`src/rtl/ooo_resp_pkg.sv`:
```
// rtl/ooo_resp_pkg.sv - shared types, constants and helpers for ooo_read_responder
// Purpose: LFSR tap mask, parameterized slot record, priority-encoder helper.
// Ports: none (package).
package ooo_resp_pkg;

    // Right-shift Galois form of x^8 + x^6 + x^5 + x^4 + 1
    localparam logic [7:0] LFSR_TAPS = 8'hB8;

    // Packed structs cannot take parameters directly, so the slot record is
    // scoped inside a virtual class and specialised by the user.
    virtual class slot_types #(parameter int ID_W = 4, parameter int CNT_W = 3);
        typedef struct packed {
            logic             valid;
            logic [ID_W-1:0]  id;
            logic [CNT_W-1:0] cnt;
        } slot_t;
    endclass

    // Index of the lowest set bit; 0 when no bit is set, so callers must
    // qualify the result with a reduction-OR of the same vector.
    // Callers supply at most 32 request bits.
    function automatic int lowest_set(input logic [31:0] vec);
        int idx;
        idx = 0;
        for (int i = 31; i >= 0; i--) begin
            if (vec[i]) begin
                idx = i;
            end
        end
        return idx;
    endfunction

endpackage

```
`src/rtl/resp_lfsr.sv`:
```
// rtl/resp_lfsr.sv - 8-bit Galois LFSR with enable, used as the latency source
// Purpose: advances one step per enabled cycle; reloads SEED on reset.
// Ports: clk, rst (async, active-high), en_i (step), state_o (current state).
module resp_lfsr
    import ooo_resp_pkg::*;
#(
    parameter logic [7:0] SEED = 8'hA5
) (
    input  logic       clk,
    input  logic       rst,
    input  logic       en_i,
    output logic [7:0] state_o
);

    logic [7:0] r_state;

    always_ff @(posedge clk or posedge rst) begin
        if (rst) begin
            r_state <= SEED;
        end else if (en_i) begin
            r_state <= {1'b0, r_state[7:1]} ^ (r_state[0] ? LFSR_TAPS : 8'h00);
        end
    end

    assign state_o = r_state;

endmodule

```
`src/rtl/ooo_read_responder.sv`:
```
// rtl/ooo_read_responder.sv - memory-side AR/R responder returning beats out of order
// Purpose: holds up to DEPTH requests, each with an LFSR-drawn latency, and
//          returns R beats as latencies expire.
// Ports: clk, rst (async, active-high);
//        AR: s_arid_i, s_arvalid_i, s_arready_o;
//        R : s_rdata_o, s_rid_o, s_rvalid_o, s_rready_i;
//        outstanding_o = occupied slots (output register excluded).
module ooo_read_responder
    import ooo_resp_pkg::*;
#(
    parameter int                    DATA_WIDTH  = 8,
    parameter int                    ID_WIDTH    = 4,
    parameter int                    DEPTH       = 4,
    parameter int                    DELAY_BITS  = 3,
    parameter logic [DATA_WIDTH-1:0] DATA_OFFSET = 8'h10,
    parameter logic [7:0]            LFSR_SEED   = 8'hA5
) (
    input  logic                         clk,
    input  logic                         rst,
    input  logic [ID_WIDTH-1:0]          s_arid_i,
    input  logic                         s_arvalid_i,
    output logic                         s_arready_o,
    output logic [DATA_WIDTH-1:0]        s_rdata_o,
    output logic [ID_WIDTH-1:0]          s_rid_o,
    output logic                         s_rvalid_o,
    input  logic                         s_rready_i,
    output logic [$clog2(DEPTH+1)-1:0]   outstanding_o
);

    // A zero-width counter is not legal, so DELAY_BITS = 0 keeps one bit
    // that is always loaded with 0.
    localparam int CNT_W = (DELAY_BITS > 0) ? DELAY_BITS : 1;
    localparam int IDX_W = (DEPTH > 1) ? $clog2(DEPTH) : 1;
    localparam int OUT_W = $clog2(DEPTH + 1);
    localparam int SUM_W = (DATA_WIDTH > ID_WIDTH) ? DATA_WIDTH : ID_WIDTH;

    typedef slot_types#(.ID_W(ID_WIDTH), .CNT_W(CNT_W))::slot_t slot_t;

    slot_t                 r_slots [DEPTH];
    logic                  r_rvalid;
    logic [ID_WIDTH-1:0]   r_rid;
    logic [DATA_WIDTH-1:0] r_rdata;

    logic [DEPTH-1:0]      w_free;
    logic [DEPTH-1:0]      w_elig;
    logic [OUT_W-1:0]      w_count;
    logic                  w_ar_hs;
    logic                  w_load;
    logic [IDX_W-1:0]      w_alloc_idx;
    logic [IDX_W-1:0]      w_pick_idx;
    logic [7:0]            w_lfsr;
    logic                  w_lfsr_unused;
    logic [CNT_W-1:0]      w_delay;
    logic [ID_WIDTH-1:0]   w_pick_id;

    always_comb begin
        w_free  = '0;
        w_elig  = '0;
        w_count = '0;
        for (int i = 0; i < DEPTH; i++) begin
            w_free[i] = !r_slots[i].valid;
            w_elig[i] = r_slots[i].valid && (r_slots[i].cnt == '0);
            w_count   = w_count + OUT_W'(r_slots[i].valid);
        end
    end

    // Ready depends on registered slot state only; a slot freed at an edge
    // becomes visible to the AR side after that edge.
    assign s_arready_o = |w_free;
    assign w_ar_hs     = s_arvalid_i && s_arready_o;
    assign w_alloc_idx = IDX_W'(lowest_set(32'(w_free)));

    assign w_load      = (!r_rvalid || s_rready_i) && (|w_elig);
    assign w_pick_idx  = IDX_W'(lowest_set(32'(w_elig)));
    assign w_pick_id   = r_slots[w_pick_idx].id;

    // Stepping only on AR handshakes makes the delay sequence a function of
    // request count alone, independent of R backpressure.
    resp_lfsr #(
        .SEED (LFSR_SEED)
    ) u_lfsr (
        .clk     (clk),
        .rst     (rst),
        .en_i    (w_ar_hs),
        .state_o (w_lfsr)
    );

    assign w_lfsr_unused = ^w_lfsr;

    generate
        if (DELAY_BITS > 0) begin : g_delay
            assign w_delay = w_lfsr[CNT_W-1:0];
        end else begin : g_no_delay
            assign w_delay = '0;
        end
    endgenerate

    // Allocation targets a free slot and the load picks a valid one, so the
    // two never touch the same slot in one cycle.
    always_ff @(posedge clk or posedge rst) begin
        if (rst) begin
            for (int i = 0; i < DEPTH; i++) begin
                r_slots[i] <= '0;
            end
        end else begin
            for (int i = 0; i < DEPTH; i++) begin
                if (w_load && (w_pick_idx == IDX_W'(i))) begin
                    r_slots[i].valid <= 1'b0;
                end else if (r_slots[i].valid && (r_slots[i].cnt != '0)) begin
                    r_slots[i].cnt <= r_slots[i].cnt - CNT_W'(1);
                end
                if (w_ar_hs && (w_alloc_idx == IDX_W'(i))) begin
                    r_slots[i].valid <= 1'b1;
                    r_slots[i].id    <= s_arid_i;
                    r_slots[i].cnt   <= w_delay;
                end
            end
        end
    end

    always_ff @(posedge clk or posedge rst) begin
        if (rst) begin
            r_rvalid <= 1'b0;
            r_rid    <= '0;
            r_rdata  <= '0;
        end else if (w_load) begin
            r_rvalid <= 1'b1;
            r_rid    <= w_pick_id;
            r_rdata  <= DATA_WIDTH'(SUM_W'(w_pick_id) + SUM_W'(DATA_OFFSET));
        end else if (s_rready_i) begin
            r_rvalid <= 1'b0;
        end
    end

    assign s_rvalid_o    = r_rvalid;
    assign s_rid_o       = r_rid;
    assign s_rdata_o     = r_rdata;
    assign outstanding_o = w_count;

endmodule
```
`config.mk`:
```
export PLATFORM = sky130hd
export DESIGN_NAME = ooo_read_responder
export DESIGN_NICKNAME = d
export VERILOG_FILES = /design/src/rtl/ooo_resp_pkg.sv /design/src/rtl/resp_lfsr.sv /design/src/rtl/ooo_read_responder.sv
export SDC_FILE = /design/constraint.sdc
export NUM_CORES = 1
export LEC_CHECK = 0
export ABC_CLOCK_PERIOD_IN_PS = 4440
export CAP_MARGIN = 0
export CORE_AREA = 3 3 90 126
export CTS_BUF_LIST = sky130_fd_sc_hd__clkbuf_8
export CTS_CLUSTER_DIAMETER = 100
export DETAILED_ROUTE_END_ITERATION = 10
export DIE_AREA = 0 0 93 129
export PLACE_DENSITY_LB_ADDON = 0.15
export SYNTH_ARGS = -nofsm -noshare
export SYNTH_HDL_FRONTEND = slang
export SYNTH_SLANG_ARGS = --single-unit
```
`constraint.sdc`:
```
create_clock -name clk -period 4.44 [get_ports clk]
set_input_delay 0.666 -clock clk [delete_from_list [all_inputs] [get_ports clk]]
set_output_delay 0.666 -clock clk [all_outputs]
set_load 0.02 [all_outputs]
```
==> results.yml <==
clocking:
  worstSkewPairLatency_ns: 0.30
  cts-root-buf: "clkbuf_8"
  cts.sinks: 46
  clockBufferDepth: 2
  postCtsSetupBuffers: 0
  cts-resized-gates: 0
  cts_buffers: 5
  holdBufCountCts: 0
  cts_htree_levels: 2
  cts.clk_slew.worst_paths_ns: 0.09
  cts_tree: "yes"
worst_setup_path:
  path_cells: "inv_1 > fa_1 > inv_1 > ha_1 > ha_1 > clkdlybuf4s50_1"
  worstPathMaxFanout: 10
  regToRegSetupSlack_ns: 2.20
  required_ns: 3.77
  rr_startpoint: "r_slots[7]"
  startpoint_type: "flip-flop"
  crit_type: "reg -> out"
  slowest_delay_ns: 0.65
  crit_path_end_kind: "output port"
  reg2reg_depth: 4
  cp.arrival_ns: 2.66
  critPathLaunch: "r_slots[31]"
  slowest_stage: "dfrtp_1"
  regToRegEndpoint: "r_slots[6]"
sta:
  drv_slew: 0
  timing.final.crit_share: 0.750
  finalSetupViolCount: 0
  worst-slew-pin-transition_ns: 0.860
  min_period_ns: 3.33
  fmax_mhz: 300
  relSlewSlack: 0.424
  tns_ns: 0
  rsz0062_at_grt: "no"
  setup_ws_ns: 1.11
  hold_viol_final: 0
  skew_ns: 0.00870
grt:
  grt_start_max_net_pins: 47
  antenna_found_initial: 0
  grt_util_all_layers: 0.101
  gr-total-overflow: 0
  grt_pass1_vias: 1639
  grt_pass1_wl_um: 9110
die:
  die_height_um: 129
  die_w_um: 93
  ios: 25
  start_util: 0.248
  dieArea_sq_um: 12000
  core.rowCount: 44
  coreArea_sq_um: 10300
logic_synthesis:
  yosys-top-cells-area: "dfrtp_1 (41%), mux2_2 (11%), ha_1 (6.3%)"
  synthFlopType: "dfrtp_1"
  synth_seq_cells: 46
  async_flop_share: 1.00
  syn_area_sq_um: 2560
  synth_area_leader_cell: "dfrtp_1"
  synth.distinct_cells: 45
  syn_inst: 228
  syn_area_per_cell_sq_um: 11.2
  yosysMostFrequentCell: "dfrtp_1"
  synth_common_cells: "dfrtp_1 (42), mux2_2 (25), nand2_1 (16), inv_1 (14), ha_1 (13)"
  ys_warn_count: 0
  ys_seq_area_frac: 0.451
  synth_top_area_frac: 0.410
  synth_edf_count: 0
pwr:
  p_leak_nw: 1.27
  max-vdd-ir-drop_mv: 0.147
  p_per_area_nw_per_um2: 710
placed_design:
  portBuffers: 21
  dp_hpwl_um: 4070
  dp_slack_ns: 1.45
  place.gp.congestion: 0.685
finish:
  seqCellArea_sq_um: 1160
  diodes: 0
  drive_gt1_frac: 0.210
  n_fill_cell: 1128
  nets: 264
  multi_input_area_sq_um: 1240
  areaGrowthSynthToFinish_pct: 14.1
run_status:
  status: "completed"
job:
  maxCapViolations: 0
drt:
  first_pass_iters: 4
  routed-via-count: 1631
  drc_errors: 0
  drt_iter0_markers: 72
  vias_per_cell: 4.28
  routed_wl_um: 5680
  wire_per_inst_um: 14.9
  ant_nets: 0
hold_path:
  hp-class: "reg -> reg"
  whs_path_depth: 2
  min_to: "u_lfsr.state_o[3]"
  min_from: "u_lfsr.state_o[3]"
-- cells in the final DEF, fill, tap and decap left out, types with 2 or more instances in the layout --
| master | instances |
|---|---|
| or2_2 | 2 |
| a21o_1 | 6 |
| nand2b_1 | 6 |
| and3b_1 | 4 |
| dfrtp_1 | 42 |
| mux2i_1 | 2 |
| mux2_2 | 25 |
| nand4_1 | 3 |
| o22ai_1 | 2 |
| nor2_4 | 2 |
| o21ai_0 | 9 |
| xnor2_1 | 8 |
| nand2_1 | 16 |
| clkdlybuf4s50_1 | 21 |
| nand3_1 | 11 |
| nand3b_1 | 3 |
| a21oi_1 | 4 |
| conb_1 | 3 |
| inv_1 | 14 |
| a31oi_1 | 6 |
| ha_1 | 13 |
| nor2_1 | 7 |
| dfstp_2 | 4 |
| xor2_1 | 3 |
| clkbuf_8 | 6 |
-- worst max-delay path, delay by kind of cell, from the launching register on --
| kind | cells | cell delay (ns) |
|---|---|---|
| buffers and inverters | 3 | 0.76 |
| flip-flops | 1 | 0.65 |
| adder cells (fa/ha/maj) | 3 | 0.95 |
-- where the power goes --
group | switching [W] | internal, W
Sequential | 0.000136 | 0.000580
Combinational | 0.000567 | 0.000524
Clock | 0.000148 | 0.000124
Total | 0.000851 | 0.00123
-- registers in the layout (all words and copies together), names as in the netlist --
signal          count
s_rid_o             3
r_slots            32
u_lfsr.state_o      8
s_rdata_o           2
s_rvalid_o          1
-- through the flow --
step	utilization	hold WS (ns)	power (W)	area (sq um)	instances
after floorplan	-	0.446	0.00155	2570	230
after global placement	0.274	0.459	0.00183	2840	373
after detailed placement	0.274	0.471	0.00184	2840	373
after CTS	0.283	0.493	0.00212	2930	381
after global routing	0.283	0.510	0.00225	2930	381
final	0.283	0.488	0.00208	2930	381
-- layer usage --
metal	up-vias	share of wire	GRT usage
met4	0	0.017	0.0388
met1	804	0.47	0.128
li1	800	-	-
met2	21	0.49	0.166
met5	-	0	0
met3	6	0.025	0.0216
-- logic make-up (layout without fill, tap and decap cells) --
family	after synthesis	count (layout)	synth area share
AOI/OAI and AO/OA	34	34	0.0922
xor gates and xnor gates	11	11	0.0376
adders and majority gates	14	14	0.0712
buffers and inverters	31	44	0.0702
DFF	46	46	0.451
muxes	27	27	0.118
other	1	3	0.00146
and+or+nand+nor	64	64	0.159
-- cell type report --
class / instances / share of cell area
tap: 138 / 0.0590
sequential: 46 / 0.395
clock inverter: 2 / 0.00299
multi-input combinational: 153 / 0.422
clock buffer: 6 / 0.0282
timing repair buffer: 22 / 0.0744
inverter: 14 / 0.0180
-- how the worst max path moves through the flow --
stage	end	slack (ns)	cells after the start
final	outstanding_o[1]	1.11	6
after global routing	outstanding_o[1]	0.97	6
after CTS	outstanding_o[1]	1.09	6
after detailed placement	outstanding_o[1]	1.45	6
after global placement	outstanding_o[1]	1.46	6
after floorplan	outstanding_o[1]	2.09	6
Power figures use the tool's default switching activity.
